### src/rtl/dds_sweep_ctrl_if.sv
// rtl/dds_sweep_ctrl_if.sv - configuration/command and tuning-word bundle for the DDS sweep sequencer
interface dds_sweep_ctrl_if #(
   parameter int FW = 24,
   parameter int DW = 16
);
   logic          istart;
   logic          istop;
   logic          imode;
   logic [FW-1:0] ifreq_start;
   logic [FW-1:0] ifreq_stop;
   logic [FW-1:0] ifreq_step;
   logic [DW-1:0] idwell;
   logic [FW-1:0] ofreq_word;
   logic          ofreq_load;
   logic          obusy;
   logic          odone;
   logic [1:0]    ostate;

   modport master (
      output istart, istop, imode, ifreq_start, ifreq_stop, ifreq_step, idwell,
      input  ofreq_word, ofreq_load, obusy, odone, ostate
   );

   modport slave (
      input  istart, istop, imode, ifreq_start, ifreq_stop, ifreq_step, idwell,
      output ofreq_word, ofreq_load, obusy, odone, ostate
   );
endinterface

### src/rtl/dds_sweep_ctrl.sv
// rtl/dds_sweep_ctrl.sv - steps the DDS tuning word from start to stop, holding each word for a dwell time
module dds_sweep_ctrl #(
   parameter int FW = 24,
   parameter int DW = 16
) (
   input  logic            iclk,
   input  logic            irst,
   dds_sweep_ctrl_if.slave bus
);

   localparam logic [1:0] S_IDLE  = 2'd0;
   localparam logic [1:0] S_LOAD  = 2'd1;
   localparam logic [1:0] S_DWELL = 2'd2;
   localparam logic [1:0] S_STEP  = 2'd3;

   logic [1:0]    r_state;
   logic [FW-1:0] r_start;
   logic [FW-1:0] r_stop;
   logic [FW-1:0] r_step;
   logic [DW-1:0] r_dwell;
   logic          r_mode;
   logic [DW-1:0] r_cnt;
   logic [FW-1:0] r_word;
   logic          r_load;
   logic          r_done;
   logic          r_busy;

   logic [1:0]    w_next;
   logic          w_abort;
   logic          w_accept;
   logic          w_end;
   logic [FW:0]   w_sum;
   logic [FW-1:0] w_step_word;
   logic [DW-1:0] w_reload;

   assign w_abort  = bus.istop && (r_state != S_IDLE);
   assign w_accept = (r_state == S_IDLE) && bus.istart && !bus.istop;
   assign w_end    = (r_word >= r_stop);
   assign w_reload = r_dwell - DW'(1);

   // Sum one bit wider so a wrap past full scale clamps to stop instead of restarting low.
   always_comb begin
      w_sum       = {1'b0, r_word} + {1'b0, r_step};
      w_step_word = w_sum[FW-1:0];
      if (w_sum > {1'b0, r_stop}) begin
         w_step_word = r_stop;
      end
   end

   always_comb begin
      w_next = r_state;
      case (r_state)
         S_IDLE:  w_next = w_accept ? S_LOAD : S_IDLE;
         S_LOAD:  w_next = S_DWELL;
         S_DWELL: w_next = (r_cnt == '0) ? S_STEP : S_DWELL;
         S_STEP:  w_next = (w_end && !r_mode) ? S_IDLE : S_DWELL;
         default: w_next = S_IDLE;
      endcase
      if (w_abort) begin
         w_next = S_IDLE;
      end
   end

   always_ff @(posedge iclk or posedge irst) begin
      if (irst) begin
         r_state <= S_IDLE;
         r_start <= '0;
         r_stop  <= '0;
         r_step  <= '0;
         r_dwell <= '0;
         r_mode  <= 1'b0;
         r_cnt   <= '0;
         r_word  <= '0;
         r_load  <= 1'b0;
         r_done  <= 1'b0;
         r_busy  <= 1'b0;
      end else begin
         r_state <= w_next;
         r_busy  <= (w_next != S_IDLE);
         r_load  <= 1'b0;
         r_done  <= 1'b0;
         if (!w_abort) begin
            case (r_state)
               S_IDLE: begin
                  if (w_accept) begin
                     r_start <= bus.ifreq_start;
                     r_stop  <= bus.ifreq_stop;
                     r_step  <= (bus.ifreq_step == '0) ? FW'(1) : bus.ifreq_step;
                     r_dwell <= (bus.idwell == '0) ? DW'(1) : bus.idwell;
                     r_mode  <= bus.imode;
                  end
               end
               S_LOAD: begin
                  r_word <= r_start;
                  r_load <= 1'b1;
                  r_cnt  <= w_reload;
               end
               S_DWELL: begin
                  if (r_cnt != '0) begin
                     r_cnt <= r_cnt - DW'(1);
                  end
               end
               S_STEP: begin
                  if (w_end) begin
                     if (r_mode) begin
                        r_word <= r_start;
                        r_load <= 1'b1;
                        r_cnt  <= w_reload;
                     end else begin
                        r_done <= 1'b1;
                     end
                  end else begin
                     r_word <= w_step_word;
                     r_load <= 1'b1;
                     r_cnt  <= w_reload;
                  end
               end
               default: ;
            endcase
         end
      end
   end

   assign bus.ofreq_word = r_word;
   assign bus.ofreq_load = r_load;
   assign bus.obusy      = r_busy;
   assign bus.odone      = r_done;
   assign bus.ostate     = r_state;

endmodule

### src/flat_wrapper.sv
// flat-port wrapper written by rule: the top's interface ports become plain ports
module dds_sweep_ctrl_flat 
#(
   parameter int FW = 24,
   parameter int DW = 16
)
  (iclk, irst, bus_istart, bus_istop, bus_imode, bus_ifreq_start, bus_ifreq_stop, bus_ifreq_step, bus_idwell, bus_ofreq_word, bus_ofreq_load, bus_obusy, bus_odone, bus_ostate);
  dds_sweep_ctrl_if #(.FW(FW), .DW(DW)) bus_i ();
  input  logic iclk;
  input  logic irst;
  input wire logic [$bits(bus_i.istart)-1:0] bus_istart;
  input wire logic [$bits(bus_i.istop)-1:0] bus_istop;
  input wire logic [$bits(bus_i.imode)-1:0] bus_imode;
  input wire logic [$bits(bus_i.ifreq_start)-1:0] bus_ifreq_start;
  input wire logic [$bits(bus_i.ifreq_stop)-1:0] bus_ifreq_stop;
  input wire logic [$bits(bus_i.ifreq_step)-1:0] bus_ifreq_step;
  input wire logic [$bits(bus_i.idwell)-1:0] bus_idwell;
  output wire logic [$bits(bus_i.ofreq_word)-1:0] bus_ofreq_word;
  output wire logic [$bits(bus_i.ofreq_load)-1:0] bus_ofreq_load;
  output wire logic [$bits(bus_i.obusy)-1:0] bus_obusy;
  output wire logic [$bits(bus_i.odone)-1:0] bus_odone;
  output wire logic [$bits(bus_i.ostate)-1:0] bus_ostate;
  assign bus_i.istart = bus_istart;
  assign bus_i.istop = bus_istop;
  assign bus_i.imode = bus_imode;
  assign bus_i.ifreq_start = bus_ifreq_start;
  assign bus_i.ifreq_stop = bus_ifreq_stop;
  assign bus_i.ifreq_step = bus_ifreq_step;
  assign bus_i.idwell = bus_idwell;
  assign bus_ofreq_word = bus_i.ofreq_word;
  assign bus_ofreq_load = bus_i.ofreq_load;
  assign bus_obusy = bus_i.obusy;
  assign bus_odone = bus_i.odone;
  assign bus_ostate = bus_i.ostate;
  dds_sweep_ctrl #(.FW(FW), .DW(DW)) u_core (.iclk(iclk), .irst(irst), .bus(bus_i));
endmodule
### config.mk
export PLATFORM = sky130hd
export DESIGN_NAME = dds_sweep_ctrl_flat
export DESIGN_NICKNAME = d
export VERILOG_FILES = /design/src/rtl/dds_sweep_ctrl_if.sv /design/src/rtl/dds_sweep_ctrl.sv /design/src/flat_wrapper.sv
export SDC_FILE = /design/constraint.sdc
export NUM_CORES = 1
export LEC_CHECK = 0
export ABC_CLOCK_PERIOD_IN_PS = 8500
export CAP_MARGIN = 20
export CORE_MARGIN = 2
export CORE_UTILIZATION = 45
export CTS_CLUSTER_SIZE = 14
export DETAILED_ROUTE_END_ITERATION = 6
export PLACE_DENSITY = 0.68
export SLEW_MARGIN = 20
export SYNTH_ARGS = -nofsm -noshare
export SYNTH_HDL_FRONTEND = slang
export SYNTH_SLANG_ARGS = --single-unit
### constraint.sdc
create_clock -name iclk -period 8.5 [get_ports iclk]
set_input_delay 1.7 -clock iclk [delete_from_list [all_inputs] [get_ports iclk]]
set_output_delay 1.7 -clock iclk [all_outputs]
set_load 0.03 [all_outputs]
# == Yosys cells after proc, flatten, opt, wreduce, memory -nomap -nowiden ==
# Cells that the tools add are included.
# totals
ff_bits,134
latch_bits,0
ramBits,0
rom_bits,0
input_bits,93
elab_cells,63
n_memories,0
# op_classes
addsub,3
n_mul,0
n_div,0
magnitude_cmp,2
n_eq_ne,5
n_shift,0
mux,23
bitwise,1
n_reduce_logical,18
# ops
op,n
24-bit two-way mux,4
16-bit two-way mux,4
16-bit case mux with 3 select lines,1
24-bit case mux with 2 select lines,1
16-bit logical NOT,2
"16-bit by 1-bit subtractor with 16-bit output, second input constant",2
24-bit by 24-bit adder with 25-bit output,1
25-bit by 24-bit greater-than comparator with 1-bit output,1
24-bit greater-or-equal comparator,1
24-bit logical NOT,1
16-bit nonzero test,1
1-bit two-way mux,9
2-bit case mux with 4 select lines,1
3-bit AND reduction,2
2-bit nonzero test,3
"2-bit == test, second input constant",2
1-bit logical AND,4
2-bit two-way mux,2
4-bit AND reduction,1
"3-bit by 2-bit != test with 1-bit output, second input constant",1
3-bit nonzero test,1
"2-bit by 1-bit == test with 1-bit output, second input constant",1
1-bit logical NOT,2
2-bit logical NOT,1
3 further kinds,3

# == Logic depth before layout (Yosys ltp) ==
# Gate-level depths: netlist of run 1.
# logic_depth
ltp_word,7
depth_mapped,19
ltp_nobuf,16

# == Worst setup path after synthesis of run 1 ==
# OpenSTA, ideal clock, no wires.
# synth_path
path_kind,register -> register
startpoint,"register u_core.r_word[0], in the netlist u_core.bus.ofreq_word[0]"
endpoint,"register u_core.r_word[1], in the netlist u_core.bus.ofreq_word[1]"
setup_ns,0.145
t_arrival_ns,4.287
required_ns,8.355
slack_ns,4.068
path_stages_with_launch,18
period_less_slack_ns,4.432
cell_sequence,dfrtp_1 > ha_1 > fa_1 > a211oi_1 > o211ai_1 > a2111oi_0 > nor3_1 > xor2_1 > ha_1 > nand4_1 > or2_0 > or4b_1 > o31a_1 > or2_0 > buf_2 > nor2_4 > buf_6 > o311ai_2
# synth_via
elab_chain_cells,5
# synth_rtl
element,line,source
from (decl),dds_sweep_ctrl.sv:23,logic [FW-1:0] r_word;
from (signal assigned),dds_sweep_ctrl.sv:94,r_word <= r_start;
from (signal assigned),dds_sweep_ctrl.sv:106,r_word <= r_start;
from (signal assigned),dds_sweep_ctrl.sv:113,r_word <= w_step_word;
24-bit by 24-bit adder with 25-bit output,dds_sweep_ctrl.sv:43,"w_sum = {1'b0, r_word} + {1'b0, r_step};"
25-bit by 24-bit greater-than comparator with 1-bit output,dds_sweep_ctrl.sv:45,"if (w_sum > {1'b0, r_stop}) begin"
24-bit two-way mux,dds_sweep_ctrl.sv:45,
24-bit two-way mux,dds_sweep_ctrl.sv:104,if (w_end) begin
24-bit case mux with 2 select lines,dds_sweep_ctrl.sv:83,case (r_state)
# Several ways; a longest one is shown, not always the timed one.
# A chain may end at the register's enable or synchronous reset.

# == Worst setup path in the final report of run 1 ==
# layout_path
startpoint,"register u_core.r_word[6], in the netlist u_core.bus.ofreq_word[6]"
endpoint,"register u_core.r_word[0], in the netlist u_core.bus.ofreq_word[0]"
# The elaborated chain is that of the path after synthesis.

==> metrics.csv, run 1 <==
metric,value,unit
synthToLayoutAreaGrowth,23.2,%
global_route.usage.total,25.0,%
ctsResizeCount,0,
fin_crit,5.29,ns
fin_tns_setup,0,ns
clkSinkCount,134,
vias_per_cell,6.05,
antenna_violating_nets_remaining,0,
routedWlPerCell,19.6,um
path_max_fanout,21,
die_area,21100,um2
worst_ir_drop_vdd,0.203,mV
post_route_cells_drive_above_1_share,13.1,%
critPathKind,reg -> reg,
cts_clk_pin_slew_worst_paths,0.06,ns
synth-seq-cells,134,
vias,7988,
clkLatencyLatePin,0.43,ns
numPortBuffers,121,
final.hold.worst_slack,0.513,ns
place_hpwl,18800,um
initial_core_util,45.9,%
cts-buffers-inserted,17,
wirelength,25900,um
drv_slew,0,
synth_top_area_share,37.4,%
postSynth.topFlopCell,dfrtp_1,
grt_pass1_wl,42300,um
post-route-period-util,62.2,%
rsz0062_at_grt,false,
final_worst_clock_skew,0.00666,ns
clk_root_buffer_cell,clkbuf_16,
postSynthNetCount,1109,
power.total,4.06,mW
finalHoldViolations,0,
max-clock-path-buffers,2,
status,"finished, final reports clean",
placement_rows,51,
globalplace.congestion,0.932,
initial_antenna_violation_count,0,
end_kind,flip-flop,
mean_syn_cell_area,9.52,um2
num_antenna_cells,0,
dieWidth,145,um
maxClockFrequency,189,MHz
drt_first_pass_iters,7,
synth_enable_flop_cells,0,
grt_pass1_vias,7720,
slew_headroom,29.0,%
fillerInstances,1725,
report.final.setup_viol,0,
tritoncts,done,
netlist_top_cells_area,"dfrtp_1, ha_1, mux2_2",
cap_violations,0,
fp.dieH,145,um
drt_iter0_drc,571,
h-tree-depth,4,
synth.yosys.seq_area_share,37.4,%
coreArea,19500,um2
finish.net_count,1210,
grt_max_degree,81,
hold_class,reg -> reg,
yosysUniqueCellTypes,66,
synth-async-reset-ratio,100,%
netlist.top_cell.by_area,dfrtp_1,
critical_path_arrival,5.59,ns
globalRoute.totalOverflow,0,
leakagePower,4.43,nW
worstMarginPinSlew,1.07,ns
hold_buf_cts,0,
worst-endpoint-required,8.80,ns
total_number_of_yosys_warnings,0,
pwr_density_cell,368,nW/um2
worstSetupStartpointType,flip-flop,
netlist_area,8960,um2
synth_cells,942,
io_pins,122,
drc_errors,0,
post-place-cells,1289,
cts.repair_timing.setup_buffer_count,0,
finalNonFillerCells,1321,
## through the flow
step	utilization (%)	cell area [um2]	worst slack, ns
CTS	56.5	11000	3.26
global placement	53.3	10400	3.51
floorplan	-	8960	3.22
global route	56.5	11000	2.88
detailed placement	53.3	10400	3.41
finish	56.5	11000	3.21
## state kept, by name, summed over array words and instances (netlist names)
register and cells:
u_core.bus.odone 1, u_core.r_cnt 16, u_core.r_start 24, u_core.bus.ostate 2, u_core.r_stop 24, u_core.bus.ofreq_word 24
u_core.bus.ofreq_load 1, u_core.bus.obusy 1, u_core.r_mode 1, u_core.r_dwell 16, u_core.r_step 24
## synth_stat cells, types with 4 or more instances
library cell / number
ha_1: 73
mux2i_1: 7
nand3b_1: 10
dfrtp_1: 134
buf_2: 8
xnor2_1: 9
nand2b_1: 7
nand4_1: 50
a21oi_1: 47
nor3_1: 20
a31oi_1: 6
xor2_1: 9
o211ai_1: 16
nor2_1: 61
nand2_1: 81
or3_1: 6
o2111ai_1: 4
o311ai_2: 8
o22ai_1: 10
nand3_1: 20
and2_1: 4
o31ai_1: 10
a21o_1: 10
o21bai_1: 5
a211oi_1: 14
a2111oi_0: 4
o21a_1: 4
o311ai_0: 11
nor2b_1: 4
clkbuf_1: 34
a32oi_1: 24
or2_2: 4
nor4_1: 14
mux2_2: 63
inv_1: 38
o21ai_0: 67
## cell families after synthesis
kind of cell    synth area share (%)
simple gates                    17.0
compound gates                  20.7
flops                           37.4
buf+inv                         3.81
fa+ha+maj                       10.4
mux                             8.86
xor+xnor                        1.76
## power by group
group,leakage [nW],internal (mW),switching [mW],total (mW)
clock network,0.292,0.492,0.298,0.790
logic,2.51,0.874,1.37,2.25
registers,1.63,0.815,0.209,1.02
## layer usage
layer | up-vias | GRT usage (%) | wire (um) | part of all wire, %
met1 | 3847 | 37.2 | 12400 | 48
li1 | 3811 | - | - | -
met2 | 291 | 37.1 | 11300 | 43
met5 | - | 0 | 0 | 0
met4 | 0 | 7.94 | 548 | 2.1
met3 | 39 | 4.31 | 1710 | 6.6
## worst paths after layout
path | slack, ns | to | from | cells after the start
min in group asynchronous | 1.69 | u_core.r_start[8]$_DFFE_PP0P_ | irst | 2
worst min register to register | 0.51 | u_core.r_start[20]$_DFFE_PP0P_ | u_core.r_start[20]$_DFFE_PP0P_ | 1
worst max-delay path | 3.21 | u_core.bus.ofreq_word[0]$_DFFE_PP0P_ | u_core.bus.ofreq_word[6]$_DFFE_PP0P_ | 16
worst max register to register | 3.21 | u_core.bus.ofreq_word[0]$_DFFE_PP0P_ | u_core.bus.ofreq_word[6]$_DFFE_PP0P_ | 16
max in group asynchronous | 5.70 | u_core.r_stop[18]$_DFFE_PP0P_ | irst | 3
worst min-delay path | 0.51 | u_core.r_start[20]$_DFFE_PP0P_ | u_core.r_start[20]$_DFFE_PP0P_ | 1
## area by class of cell
class                           instances  area, um2  area share (%)
Clock buffer                           17        425            3.85
Timing Repair Buffer                  129       1270            11.5
Multi-Input combinational cell        722       5300            48.0
Sequential cell                       134       3350            30.4
Inverter                               39        151            1.37
Clock inverter                         15        203            1.84
Tap cell                              265        332            3.00
## critical path, stage by stage (launching register included)
cell and delay (ns):
dfrtp_1 0.41, ha_1 0.39, a2111oi_0 0.42, o21ai_0 0.35, a21oi_1 0.43, o2111ai_1 0.17
nand2_1 0.12, xor2_1 0.21, inv_1 0.07, ha_1 0.29, nand4_1 0.14, nor4_1 0.26
or4b_1 0.45, o31a_1 0.13, nor2_2 0.77, nand2_1 0.22, o311ai_0 0.35
## layout by cell type, fill, tap and decap left out, types with 5 or more instances in the layout
cell type | Yosys | layout
o311ai_0 | 11 | 11
xor2_1 | 9 | 9
ha_1 | 73 | 73
nand2b_1 | 7 | 7
a31oi_1 | 6 | 6
xnor2_1 | 9 | 9
or3_1 | 6 | 6
nor4_1 | 14 | 14
a211oi_1 | 14 | 14
nand2_1 | 81 | 81
o21ai_0 | 67 | 67
nand4_1 | 50 | 50
a32oi_1 | 24 | 24
a21oi_1 | 47 | 46
clkbuf_16 | 0 | 17
mux2_2 | 63 | 63
clkdlybuf4s50_1 | 0 | 121
o311ai_2 | 8 | 8
dfrtp_1 | 134 | 134
a21o_1 | 10 | 10
nand3b_1 | 10 | 10
o22ai_1 | 10 | 10
o21bai_1 | 5 | 5
nor3_1 | 20 | 19
clkinvlp_4 | 0 | 5
inv_1 | 38 | 37
nand3_1 | 20 | 20
o211ai_1 | 16 | 16
mux2i_1 | 7 | 7
buf_4 | 0 | 7
o31ai_1 | 10 | 10
nor2_1 | 61 | 60
No activity file was read; power rests on OpenSTA's default activity.
==> run 2, diff against run 1 <==
--- a/config.mk
+++ b/config.mk
@@ -5,7 +5,7 @@
 export SDC_FILE = /design/constraint.sdc
 export NUM_CORES = 1
 export LEC_CHECK = 0
-export ABC_CLOCK_PERIOD_IN_PS = 8500
+export ABC_CLOCK_PERIOD_IN_PS = 4900
 export CAP_MARGIN = 20
 export CORE_MARGIN = 2
 export CORE_UTILIZATION = 45
==> constraint.sdc (replaced) <==
create_clock -name iclk -period 4.9 [get_ports iclk]
set_input_delay 0.98 -clock iclk [delete_from_list [all_inputs] [get_ports iclk]]
set_output_delay 0.98 -clock iclk [all_outputs]
set_load 0.03 [all_outputs]
==> run 2 against run 1 <==
Maximum frequency grew 14%. Flip-flop and latch count unchanged. Sequential share of layout area is 0.27 points lower. Count of clock-buffer cells in the layout increased by 2. Global-route usage rose by 0.86 points. First-iteration DRC count is 25% higher. Routed wire length grew 2.9%. Clock power increased by 70%. Cell area rose by 0.89%. Die area unchanged. Largest power group unchanged. Highest routed layer unchanged.
==> metrics.csv, run 2 (synthesis results as in run 1) <==
metric,value,unit,change
cts-buffers-inserted,17,,unchanged
p_sw,3.33,mW,was 1.88 mW
end_kind,flip-flop,,unchanged
drv_slew,0,,unchanged
drt_iter0_drc,711,,was 571
met1_length,12500,um,was 12400 um
cap_violations,0,,unchanged
post-route-period-util,94.4,%,was 62.2%
tritoncts,done,,unchanged
grt_pass1_wl,43700,um,was 42300 um
clkLatencyLatePin,0.43,ns,about the same
seq_power_share,24.8,%,was 25.2%
slew_headroom,29.6,%,was 29.0%
swShare,46.1,%,was 46.3%
initial_antenna_violation_count,0,,unchanged
clk_root_buffer_cell,clkbuf_16,,unchanged
die_area,21100,um2,unchanged
maxClockFrequency,216,MHz,was 189 MHz
global_route.usage.total,25.9,%,was 25.0%
cts_clk_pin_slew_worst_paths,0.06,ns,about the same
antenna_violating_nets_remaining,0,,unchanged
placement_rows,51,,unchanged
wirelength,26700,um,was 25900 um
hold_class,reg -> reg,,unchanged
finalHoldViolations,0,,unchanged
power_frac_clock,18.6,%,was 19.5%
h-tree-depth,4,,unchanged
worst-r2r-setup-slack,0.27,ns,was 3.21 ns
worst-endpoint-required,5.15,ns,was 8.80 ns
dieWidth,145,um,unchanged
power.total,7.21,mW,was 4.06 mW
vias,8100,,was 7988
timing.critical_path.buf_inv,2,,was 1
globalRoute.totalOverflow,0,,unchanged
pwr_density_cell,647,nW/um2,was 368 nW/um2
hold_buf_cts,0,,unchanged
status,"finished, final reports clean",,unchanged
clkSinkCount,134,,unchanged
worstSetupStartpointType,flip-flop,,unchanged
grt_pass1_vias,7989,,was 7720
fillerInstances,1789,,was 1725
worstMarginPinSlew,1.06,ns,was 1.07 ns
worst_ir_drop_vdd,0.388,mV,was 0.203 mV
top_layer,met4,,unchanged
place_hpwl,19200,um,was 18800 um
mostFrequentLayoutCell,dfrtp_1,,unchanged
num_antenna_cells,0,,unchanged
slowest_stage,or4b_1,,was nor2_2
fin_util,57.0,%,was 56.5%
vias_per_cell,6.09,,was 6.05
routedWlPerCell,20.1,um,was 19.6 um
finish.net_count,1220,,was 1210
fp.dieH,145,um,unchanged
critical_path_arrival,4.87,ns,was 5.59 ns
drc_errors,0,,unchanged
io_pins,122,,unchanged
post_route_cells_drive_above_1_share,14.3,%,was 13.1%
globalplace.congestion,0.926,,was 0.932
synthToLayoutAreaGrowth,24.3,%,was 23.2%
drt_first_pass_iters,7,,unchanged
initial_core_util,45.9,%,unchanged
critPathKind,reg -> reg,,unchanged
report.final.setup_viol,0,,unchanged
family_with_the_most_delay_on_the_worst_path,simple AND/OR/NAND/NOR gates,,unchanged
coreArea,19500,um2,unchanged
p_int,3.88,mW,was 2.18 mW
met3RoutedLength,1970,um,was 1710 um
numPortBuffers,121,,unchanged
grt_max_degree,118,,was 81
leakagePower,4.48,nW,was 4.43 nW
path_max_fanout,11,,was 21
wl_met2,11900,um,was 11300 um
timing.critical_path.slowest_cell_delay,0.51,ns,was 0.77 ns
fin_crit,4.63,ns,was 5.29 ns
logic_pwr_share,56.6,%,was 55.3%
final_worst_clock_skew,0.0109,ns,was 0.00666 ns
max-clock-path-buffers,2,,unchanged
sequence_of_cells_on_the_critical_path,ha_1 > fa_2 > a211oi_2 > o211ai_1 > buf_4 > a2111oi_2 > nor3_1 > xor2_1 > ha_1 > nand4_1 > or2_0 > or4b_1 > o31a_1 > or2_0 > nor2_4 > buf_4 > o311ai_0,,was ha_1 > a2111oi_0 > o21ai_0 > a21oi_1 > o2111ai_1 > nand2_1 > xor2_1 > inv_1 > ha_1 > nand4_1 > nor4_1 > or4b_1 > o31a_1 > nor2_2 > nand2_1 > o311ai_0
most-common-layout-cells,"dfrtp_1, clkdlybuf4s50_1, nand2_1",,unchanged
-- run 2: cell types whose count changed in the layout (fill, tap and decap cells not counted), moves of 2 or more --
cell	delta
inv_6	-2
clkinvlp_4	-2
o21ai_1	+2
clkbuf_8	+2
clkinv_2	+3
a2111oi_0	-2
buf_4	+10
-- run 2: metrics by stage --
stage / setup TNS, ns / hold WS, ns / std cells / instance area [um2] / worst slack, ns
CTS: 0 / 0.514 / 1329 / 11100 / 0.0605
global placement: 0 / 0.493 / 1297 / 10500 / 0.280
floorplan: 0 / 0.481 / 942 / 8960 / 0.337
detailed placement: 0 / 0.499 / 1297 / 10500 / 0.0638
global route: -0.0106 / 0.524 / 1331 / 11100 / -0.00431
finish: 0 / 0.513 / 1331 / 11100 / 0.274
-- run 2: repair_timing --
action / in CTS / in global routing
setup endpoints to repair: 0 / 24
setup buffers: 0 / 2
gates resized for setup: 0 / 11
-- run 2: final timing paths --
check / endpoint / cells past startpoint / start
max: u_core.bus.ofreq_word[16]$_DFFE_PP0P_ / 17 / u_core.bus.ofreq_word[0]$_DFFE_PP0P_
min reg2reg: u_core.r_start[3]$_DFFE_PP0P_ / 1 / u_core.r_start[3]$_DFFE_PP0P_
min: u_core.r_start[3]$_DFFE_PP0P_ / 1 / u_core.r_start[3]$_DFFE_PP0P_
max in group asynchronous: u_core.r_cnt[7]$_DFFE_PP0P_ / 3 / irst
min in group asynchronous: u_core.r_start[9]$_DFFE_PP0P_ / 2 / irst
max reg2reg: u_core.bus.ofreq_word[16]$_DFFE_PP0P_ / 17 / u_core.bus.ofreq_word[0]$_DFFE_PP0P_
-- run 2: worst register-to-register path, delay by kind of cell, from the launching register on --
kind                       cells  cell delay (ns)
AOI/OAI and AO/OA              5             1.04
xor gates and xnor gates       1             0.17
adders and majority gates      3             0.96
buffers and inverters          2             0.42
DFF                            1             0.42
and+or+nand+nor                6             1.45
-- run 2: routing by layer --
metal / GRT usage [%] / vias to the layer above
li1: - / 3821
met5: 0 / -
met1: 37.4 / 3923
met3: 5.57 / 29
met4: 6.08 / 0
met2: 39.8 / 327
-- run 2: layout make-up --
| cell class | instances | area (um2) | share of cell area (%) |
|---|---|---|---|
| multi-input cells | 722 | 5340 | 47.9 |
| flip-flops and latches | 134 | 3350 | 30.1 |
| repair buffers | 139 | 1360 | 12.2 |
| clock buffers | 19 | 453 | 4.07 |
| well taps | 265 | 332 | 2.98 |
| clock inverters | 13 | 155 | 1.39 |
| inverters | 39 | 151 | 1.36 |
-- run 2: power by group through the flow --
stage	registers (mW)	clock network, mW	logic, mW
floorplan	1.86	0	2.60
global placement	1.78	0	3.89
detailed placement	1.79	0	3.93
CTS	1.78	1.35	3.96
global route	1.83	1.40	4.50
finish	1.78	1.34	4.08
